<file path="config.mk">
export PLATFORM = sky130hd
export DESIGN_NAME = eth_rx_frame_ctrl
export DESIGN_NICKNAME = d
export VERILOG_FILES = /design/src/rtl/eth_rx_pkg.sv /design/src/rtl/eth_rx_frame_ctrl_crc32_d8.sv /design/src/rtl/eth_rx_frame_ctrl.sv
export SDC_FILE = /design/constraint.sdc
export NUM_CORES = 1
export LEC_CHECK = 0
export CAP_MARGIN = 0
export CORE_MARGIN = 4
export CORE_UTILIZATION = 45
export CTS_CLUSTER_SIZE = 20
export DETAILED_ROUTE_END_ITERATION = 10
export PLACE_DENSITY = 0.7
export SYNTH_ARGS = -nofsm -noshare
export SYNTH_HDL_FRONTEND = slang
export SYNTH_SLANG_ARGS = --single-unit
</file>
<file path="constraint.sdc">
create_clock -name eth_rxc -period 2.45 [get_ports eth_rxc]
set_clock_uncertainty 0.2 [all_clocks]
set_input_delay 0.49 -clock eth_rxc [delete_from_list [all_inputs] [get_ports eth_rxc]]
set_output_delay 0.49 -clock eth_rxc [all_outputs]
set_load 0.005 [all_outputs]
</file>
<file path="src/rtl/eth_rx_pkg.sv">
// Shared types and constants for the Ethernet receive frame controller
// and the byte-wide CRC-32 helper.
package eth_rx_pkg;

  typedef enum logic [2:0] {
    ST_IDLE,
    ST_PRE,
    ST_HDR,
    ST_PAY,
    ST_DROP
  } rx_state_e;

  localparam logic [7:0]  PREAMBLE_BYTE = 8'h55;
  localparam logic [7:0]  SFD_BYTE      = 8'hD5;
  localparam logic [47:0] BCAST_MAC     = 48'hFFFF_FFFF_FFFF;
  localparam logic [31:0] CRC_POLY      = 32'hEDB8_8320;
  localparam logic [31:0] CRC_INIT      = 32'hFFFF_FFFF;
  localparam logic [31:0] CRC_RESIDUE   = 32'hDEBB_20E3;

  localparam int HDR_LEN = 14;
  localparam int FCS_LEN = 4;
  localparam logic [2:0] PRE_MAX = 3'd7;

  localparam int ERR_CRC   = 0;
  localparam int ERR_LEN   = 1;
  localparam int ERR_TRUNC = 2;

  // Byte idx of a MAC address in wire order (idx 0 = most significant byte).
  function automatic logic [7:0] mac_byte(input logic [47:0] mac, input logic [2:0] idx);
    logic [47:0] sh;
    sh = mac << (8 * idx);
    return sh[47:40];
  endfunction

endpackage

</file>
<file path="src/rtl/eth_rx_frame_ctrl_crc32_d8.sv">
// Combinational reflected CRC-32 update for one byte, LSB first.
// Shared between the receive controller and the transmit framer.
module crc32_d8
  import eth_rx_pkg::*;
(
  input  logic [31:0] crc_in,
  input  logic [7:0]  data,
  output logic [31:0] crc_out
);

  always_comb begin
    crc_out = crc_in;
    for (int i = 0; i < 8; i++) begin
      if (crc_out[0] ^ data[i]) crc_out = (crc_out >> 1) ^ CRC_POLY;
      else                      crc_out = crc_out >> 1;
    end
  end

endmodule

</file>
<file path="src/rtl/eth_rx_frame_ctrl.sv">
// Receive frame controller: strips preamble/SFD, filters on destination MAC,
// forwards payload without FCS and reports CRC/length status at end of frame.
module eth_rx_frame_ctrl
  import eth_rx_pkg::*;
#(
  parameter logic [47:0] LOCAL_MAC = 48'h000A_3501_FEC0,
  parameter int          MIN_LEN   = 64,
  parameter int          MAX_LEN   = 1518
) (
  input  logic        eth_rxc,
  input  logic        rst_n,
  input  logic [7:0]  rx_databyte,
  input  logic        rx_databyte_en,
  output logic [7:0]  pld_data,
  output logic        pld_valid,
  output logic        pld_sof,
  output logic [15:0] eth_type,
  output logic [47:0] src_mac,
  output logic        frame_done,
  output logic        frame_ok,
  output logic [2:0]  frame_err,
  output logic [15:0] pld_len
);

  localparam logic [15:0] MIN_L    = 16'(MIN_LEN);
  localparam logic [15:0] MAX_L    = 16'(MAX_LEN);
  localparam logic [3:0]  DA_LAST  = 4'd5;
  localparam logic [3:0]  HDR_LAST = 4'(HDR_LEN - 1);
  localparam logic [15:0] EMIT_AT  = 16'(HDR_LEN + FCS_LEN);

  rx_state_e   state_q, state_d;
  logic [2:0]  pre_cnt_q, pre_cnt_d;
  logic [3:0]  hdr_cnt_q, hdr_cnt_d;
  logic [31:0] crc_q, crc_d, crc_next;
  logic [15:0] len_q, len_d, len_inc;
  logic        ucast_q, ucast_d, bcast_q, bcast_d;
  logic [55:0] hdr_sh_q, hdr_sh_d;
  logic [31:0] dly_q, dly_d;
  logic [7:0]  pld_data_q, pld_data_d;
  logic        pld_valid_q, pld_valid_d;
  logic        pld_sof_q, pld_sof_d;
  logic [15:0] eth_type_q, eth_type_d;
  logic [47:0] src_mac_q, src_mac_d;
  logic        frame_done_q, frame_done_d;
  logic        frame_ok_q, frame_ok_d;
  logic [2:0]  frame_err_q, frame_err_d;
  logic [15:0] pld_len_q, pld_len_d;
  logic [2:0]  err_v;

  crc32_d8 u_crc (
    .crc_in  (crc_q),
    .data    (rx_databyte),
    .crc_out (crc_next)
  );

  assign len_inc = (len_q == 16'hFFFF) ? len_q : len_q + 16'd1;

  always_comb begin
    state_d      = state_q;
    pre_cnt_d    = pre_cnt_q;
    hdr_cnt_d    = hdr_cnt_q;
    crc_d        = crc_q;
    len_d        = len_q;
    ucast_d      = ucast_q;
    bcast_d      = bcast_q;
    hdr_sh_d     = hdr_sh_q;
    dly_d        = dly_q;
    pld_data_d   = 8'd0;
    pld_valid_d  = 1'b0;
    pld_sof_d    = 1'b0;
    eth_type_d   = eth_type_q;
    src_mac_d    = src_mac_q;
    frame_done_d = 1'b0;
    frame_ok_d   = frame_ok_q;
    frame_err_d  = frame_err_q;
    pld_len_d    = pld_len_q;
    err_v        = 3'd0;

    case (state_q)
      ST_IDLE: begin
        if (rx_databyte_en) begin
          if (rx_databyte == PREAMBLE_BYTE) begin
            state_d   = ST_PRE;
            pre_cnt_d = 3'd1;
          end else begin
            state_d = ST_DROP;
          end
        end
      end

      ST_PRE: begin
        if (!rx_databyte_en) begin
          state_d = ST_IDLE;
        end else if (rx_databyte == PREAMBLE_BYTE) begin
          if (pre_cnt_q == PRE_MAX) state_d = ST_DROP;
          else                      pre_cnt_d = pre_cnt_q + 3'd1;
        end else if (rx_databyte == SFD_BYTE) begin
          state_d   = ST_HDR;
          hdr_cnt_d = 4'd0;
          crc_d     = CRC_INIT;
          len_d     = 16'd0;
          ucast_d   = 1'b1;
          bcast_d   = 1'b1;
        end else begin
          state_d = ST_DROP;
        end
      end

      ST_HDR: begin
        if (!rx_databyte_en) begin
          // Once the DA has matched, an early end is reported as truncated.
          if (hdr_cnt_q > DA_LAST) begin
            frame_done_d = 1'b1;
            frame_ok_d   = 1'b0;
            frame_err_d  = 3'b100;
            pld_len_d    = 16'd0;
          end
          state_d = ST_IDLE;
        end else begin
          crc_d     = crc_next;
          len_d     = len_inc;
          hdr_cnt_d = hdr_cnt_q + 4'd1;
          if (hdr_cnt_q <= DA_LAST) begin
            ucast_d = ucast_q & (rx_databyte == mac_byte(LOCAL_MAC, hdr_cnt_q[2:0]));
            bcast_d = bcast_q & (rx_databyte == mac_byte(BCAST_MAC, hdr_cnt_q[2:0]));
            if (hdr_cnt_q == DA_LAST && !ucast_d && !bcast_d) state_d = ST_DROP;
          end else if (hdr_cnt_q < HDR_LAST) begin
            hdr_sh_d = {hdr_sh_q[47:0], rx_databyte};
          end else begin
            src_mac_d  = hdr_sh_q[55:8];
            eth_type_d = {hdr_sh_q[7:0], rx_databyte};
            state_d    = ST_PAY;
          end
        end
      end

      ST_PAY: begin
        if (!rx_databyte_en) begin
          // The four bytes still in the delay line are the FCS.
          err_v[ERR_CRC] = (crc_q != CRC_RESIDUE);
          err_v[ERR_LEN] = (len_q < MIN_L) || (len_q > MAX_L);
          frame_done_d   = 1'b1;
          frame_err_d    = err_v;
          frame_ok_d     = (err_v == 3'd0);
          pld_len_d      = (len_q >= EMIT_AT) ? len_q - EMIT_AT : 16'd0;
          state_d        = ST_IDLE;
        end else begin
          crc_d = crc_next;
          len_d = len_inc;
          dly_d = {dly_q[23:0], rx_databyte};
          if (len_q >= EMIT_AT) begin
            pld_valid_d = 1'b1;
            pld_data_d  = dly_q[31:24];
            pld_sof_d   = (len_q == EMIT_AT);
          end
        end
      end

      ST_DROP: begin
        if (!rx_databyte_en) state_d = ST_IDLE;
      end

      default: state_d = ST_IDLE;
    endcase
  end

  always_ff @(posedge eth_rxc or negedge rst_n) begin
    if (!rst_n) begin
      state_q      <= ST_IDLE;
      pre_cnt_q    <= 3'd0;
      hdr_cnt_q    <= 4'd0;
      crc_q        <= 32'd0;
      len_q        <= 16'd0;
      ucast_q      <= 1'b0;
      bcast_q      <= 1'b0;
      hdr_sh_q     <= 56'd0;
      dly_q        <= 32'd0;
      pld_data_q   <= 8'd0;
      pld_valid_q  <= 1'b0;
      pld_sof_q    <= 1'b0;
      eth_type_q   <= 16'd0;
      src_mac_q    <= 48'd0;
      frame_done_q <= 1'b0;
      frame_ok_q   <= 1'b0;
      frame_err_q  <= 3'd0;
      pld_len_q    <= 16'd0;
    end else begin
      state_q      <= state_d;
      pre_cnt_q    <= pre_cnt_d;
      hdr_cnt_q    <= hdr_cnt_d;
      crc_q        <= crc_d;
      len_q        <= len_d;
      ucast_q      <= ucast_d;
      bcast_q      <= bcast_d;
      hdr_sh_q     <= hdr_sh_d;
      dly_q        <= dly_d;
      pld_data_q   <= pld_data_d;
      pld_valid_q  <= pld_valid_d;
      pld_sof_q    <= pld_sof_d;
      eth_type_q   <= eth_type_d;
      src_mac_q    <= src_mac_d;
      frame_done_q <= frame_done_d;
      frame_ok_q   <= frame_ok_d;
      frame_err_q  <= frame_err_d;
      pld_len_q    <= pld_len_d;
    end
  end

  assign pld_data   = pld_data_q;
  assign pld_valid  = pld_valid_q;
  assign pld_sof    = pld_sof_q;
  assign eth_type   = eth_type_q;
  assign src_mac    = src_mac_q;
  assign frame_done = frame_done_q;
  assign frame_ok   = frame_ok_q;
  assign frame_err  = frame_err_q;
  assign pld_len    = pld_len_q;

endmodule
</file>
==> flow_summary_export.csv <==
group,metric,value,unit
run_status,outcome,"completed",
logic_synthesis,synth_nets,881,
pwr,power_density,712,nW/um^2
die,dieArea,26800,sq um
logic_synthesis,syn_avg_cell_area,12.7,sq um
final_layout,synthToLayoutAreaGrowth,27.5,%
grt,grt_pass1_vias,7374,
worst_setup_path,worstSetupEndpointType,"flip-flop",
detailed_routing,postRouteAntennaNets,0,
logic_synthesis,synth_xor_area_share,8.38,%
logic_synthesis,synth_fa_ha_area_share,1.26,%
cts,insertion_delay,0.52,ns
cts,cts_made_buffers,25,
sta,max_freq,0.431,GHz
detailed_routing,wire_per_inst,16.8,um
sta,slew_headroom,63.4,%
cts,post_cts_buffers,0,
grt,grt_max_degree,52,
logic_synthesis,syn_area,10900,sq um
pwr,leakagePower,6.66,nW
detailed_routing,viasPerCell,5.12,
worst_setup_path,cp_max_fo,10,
cts,clock-root-buffer,"clkbuf_16",
sta,worstMarginPinSlew,0.541,ns
cts,cts_tree,"done",
grt,antenna_found_initial,0,
die,io_pins,106,
sta,finalSetupViolations,0,
die,coreArea,23700,sq um
worst_setup_path,worstPathRequired,2.65,ns
worst_setup_path,path_buf_inv,1,
worst_setup_path,path_class,"flip-flop to flip-flop",
logic_synthesis,async_flop_share,100,%
detailed_routing,routed_wl,23200,um
logic_synthesis,ys_ff_latch,243,
die,die_x,164,um
final_layout,drive_above_1_share,31.7,%
detailed_routing,drt-initial-drc-count,506,
worst_setup_path,crit_family,"simple AND/OR/NAND/NOR gates",
pwr,power.total,9.91,mW
worst_setup_path,slowest_delay,0.48,ns
cts,h-tree-depth,1,
cts,clkTransAtPathRegs,0.06,ns
final_layout,finalInstanceArea,13900,sq um
logic_synthesis,synth-compound-area-share,6.04,%
die,num_rows,56,
logic_synthesis,synth.area.mux_share,16.1,%
final_layout,fillers,1979,
sta,hold_ws,0.272,ns
grt,grt_pass1_wl,39000,um
logic_synthesis,yosysSeqAreaShare,55.7,%
placed_design,place_area,13000,sq um
placed_design,io_buffer_count,105,
logic_synthesis,synth_top_family_by_area,"multiplexers",
final_layout,antenna_cells,0,
flow_run,max_cap_viol_count,0,
hold_path,hp-class,"flip-flop to flip-flop",
worst_setup_path,crit_chain,"or3_4 > or4_4 > nor4_4 > nand2b_4 > buf_12 > o21ai_2",
sta,finalHoldViolCount,0,
worst_setup_path,crit_arrival,2.52,ns
logic_synthesis,synth-edff-count,0,
sta,fin_crit_sh,94.8,%
grt,grt.overflow.total,0,
grt,track_usage,17.7,%
logic_synthesis,synthFlopType,"dfrtp_1",
die,start_util,46.1,%
cts,ctsLongestPathBuffers,3,
pwr,vdd_drop_max,0.567,mV
placed_design,hpwl,16900,um
placed_design,gp_congestion,0.876,
worst_setup_path,critPathSlowestCell,"or4_4",
logic_synthesis,synthSimpleGateAreaFrac,9.30,%
worst_setup_path,cp-start-kind,"flip-flop",
detailed_routing,drc_errors,0,
die,die_h,164,um
logic_synthesis,yosysWarnings,0,
sta,final_max_slew_viol_count,0,
logic_synthesis,synth_cell_type_count,71,
detailed_routing,dr.pass1.iters,4,
final_layout,nets,1069,
sta,rsz0062_at_grt,"no",
sta,final.min_clock_period,2.32,ns
detailed_routing,vias,7078,
cts,clock-sinks,243,
logic_synthesis,postSynthCellCount,859,
==> worst reg2reg max path, stage by stage, from the launching register on <==
cell and delay (ns):
dfrtp_1 0.37, or3_4 0.39, or4_4 0.48, nor4_4 0.31, nand2b_4 0.25, buf_12 0.15
o21ai_2 0.06
==> final cells by class <==
type	count	area, sq um	share of cell area, %
clock inverter	8	97.6	0.701
inverter	12	45.0	0.324
multi-input combinational	553	4510	32.4
tap	319	399	2.87
timing repair buffer	212	2040	14.6
sequential	243	6080	43.7
clock buffer	36	747	5.37
==> placed cells by master (no fill, tap or decap), drive strengths merged, types with 3 or more instances in the layout <==
| cell type | instances |
|---|---|
| dfrtp | 243 |
| mux2 | 152 |
| buf | 107 |
| clkdlybuf4s50 | 104 |
| nor2 | 62 |
| xnor2 | 55 |
| xor2 | 40 |
| nand2 | 37 |
| clkbuf | 36 |
| o21ai | 32 |
| a21oi | 27 |
| inv | 13 |
| nand4 | 12 |
| nor3 | 12 |
| and2 | 12 |
| nand3 | 11 |
| ha | 11 |
| nor4 | 10 |
| nand2b | 6 |
| a31oi | 5 |
| mux2i | 5 |
| o21a | 5 |
| clkinv | 5 |
| or3 | 4 |
| and3 | 4 |
| nor3b | 3 |
| a21o | 3 |
| and4 | 3 |
| o22a | 3 |
| nor4b | 3 |
| a211oi | 3 |
==> state kept, by name (all words and copies together) (netlist names), 3 cells and up <==
register   cells
hdr_sh_q      56
src_mac       48
crc_q         32
dly_q         32
eth_type      16
len_q         16
pld_len       16
pld_data       8
hdr_cnt_q      4
frame_err      3
pre_cnt_q      3
state_q        3
==> worst paths after layout <==
path	from	endpoint	slack, ns	cells past startpoint
worst max register to register	len_q[7]$_DFFE_PN0P_	pld_len[13]$_DFFE_PN0P_	0.13	6
worst min-delay path	dly_q[29]$_DFFE_PN0P_	pld_data[5]$_DFF_PN0_	0.27	1
worst max-delay path	len_q[7]$_DFFE_PN0P_	pld_len[13]$_DFFE_PN0P_	0.13	6
worst min register to register	dly_q[29]$_DFFE_PN0P_	pld_data[5]$_DFF_PN0_	0.27	1
min in group asynchronous	rst_n	eth_type[6]$_DFFE_PN0P_	0.29	2
max in group asynchronous	rst_n	hdr_sh_q[24]$_DFFE_PN0P_	1.09	3
==> power by group <==
group | internal [mW] | switching [mW]
Clock | 2.32 | 1.51
Combinational | 0.903 | 0.862
Sequential | 4.15 | 0.160
==> metal layers <==
layer	global-route usage, %	wire (um)	share of wire, %	vias to the layer above
met5	0	0	0	-
li1	-	-	-	3366
met4	3.62	331	1.4	0
met3	2.06	1040	4.5	28
met1	26.9	11000	48	3566
met2	27.9	10800	46	118
==> stage by stage <==
step	worst slack [ns]	utilization, %	setup TNS [ns]	cells
floorplan	0.0646	-	0	859
global placement	-0.307	55.1	-34.78	1338
detailed placement	-0.307	55.1	-32.35	1338
CTS	0.0840	58.7	0	1383
global route	0.00745	58.7	0	1383
finish	0.128	58.7	0	1383
==> Yosys cell counts (4+ instances only) <==
master,number,area share (%)
o21ai_2,10,0.80
and2_1,11,0.63
inv_1,12,0.41
a21oi_1,27,1.2
nor2_1,62,2.1
nand3_1,11,0.50
mux2_2,152,16
dfrtp_1,243,56
nand2_1,37,1.3
o21a_1,5,0.34
buf_2,19,0.87
nand4_1,12,0.69
buf_6,4,0.41
clkbuf_1,21,0.72
nor3_1,11,0.50
nor4_1,9,0.52
xor2_1,38,3.0
ha_1,11,1.3
mux2i_1,5,0.46
xnor2_1,46,3.7
nand2b_1,5,0.29
o21ai_0,22,1.0
xnor2_2,9,1.3
a31oi_1,5,0.29
==> timing repair <==
| item | 4_1_cts | 5_1_grt |
|---|---|---|
| gates resized for setup | 0 | 3 |
| setup endpoints to repair | 0 | 58 |
| endpoints found under the hold margin | 37 | 0 |
| hold buffers | 1 | 0 |
==> cell families after synthesis <==
kind of cell	count (synthesis)
XOR/XNOR	95
AO/OA/AOI/OAI	97
flip-flops	243
adder cells (fa/ha/maj)	11
buffers and inverters	63
multiplexers	157
AND/OR/NAND/NOR	193
No activity file was read; power rests on OpenSTA's default activity.
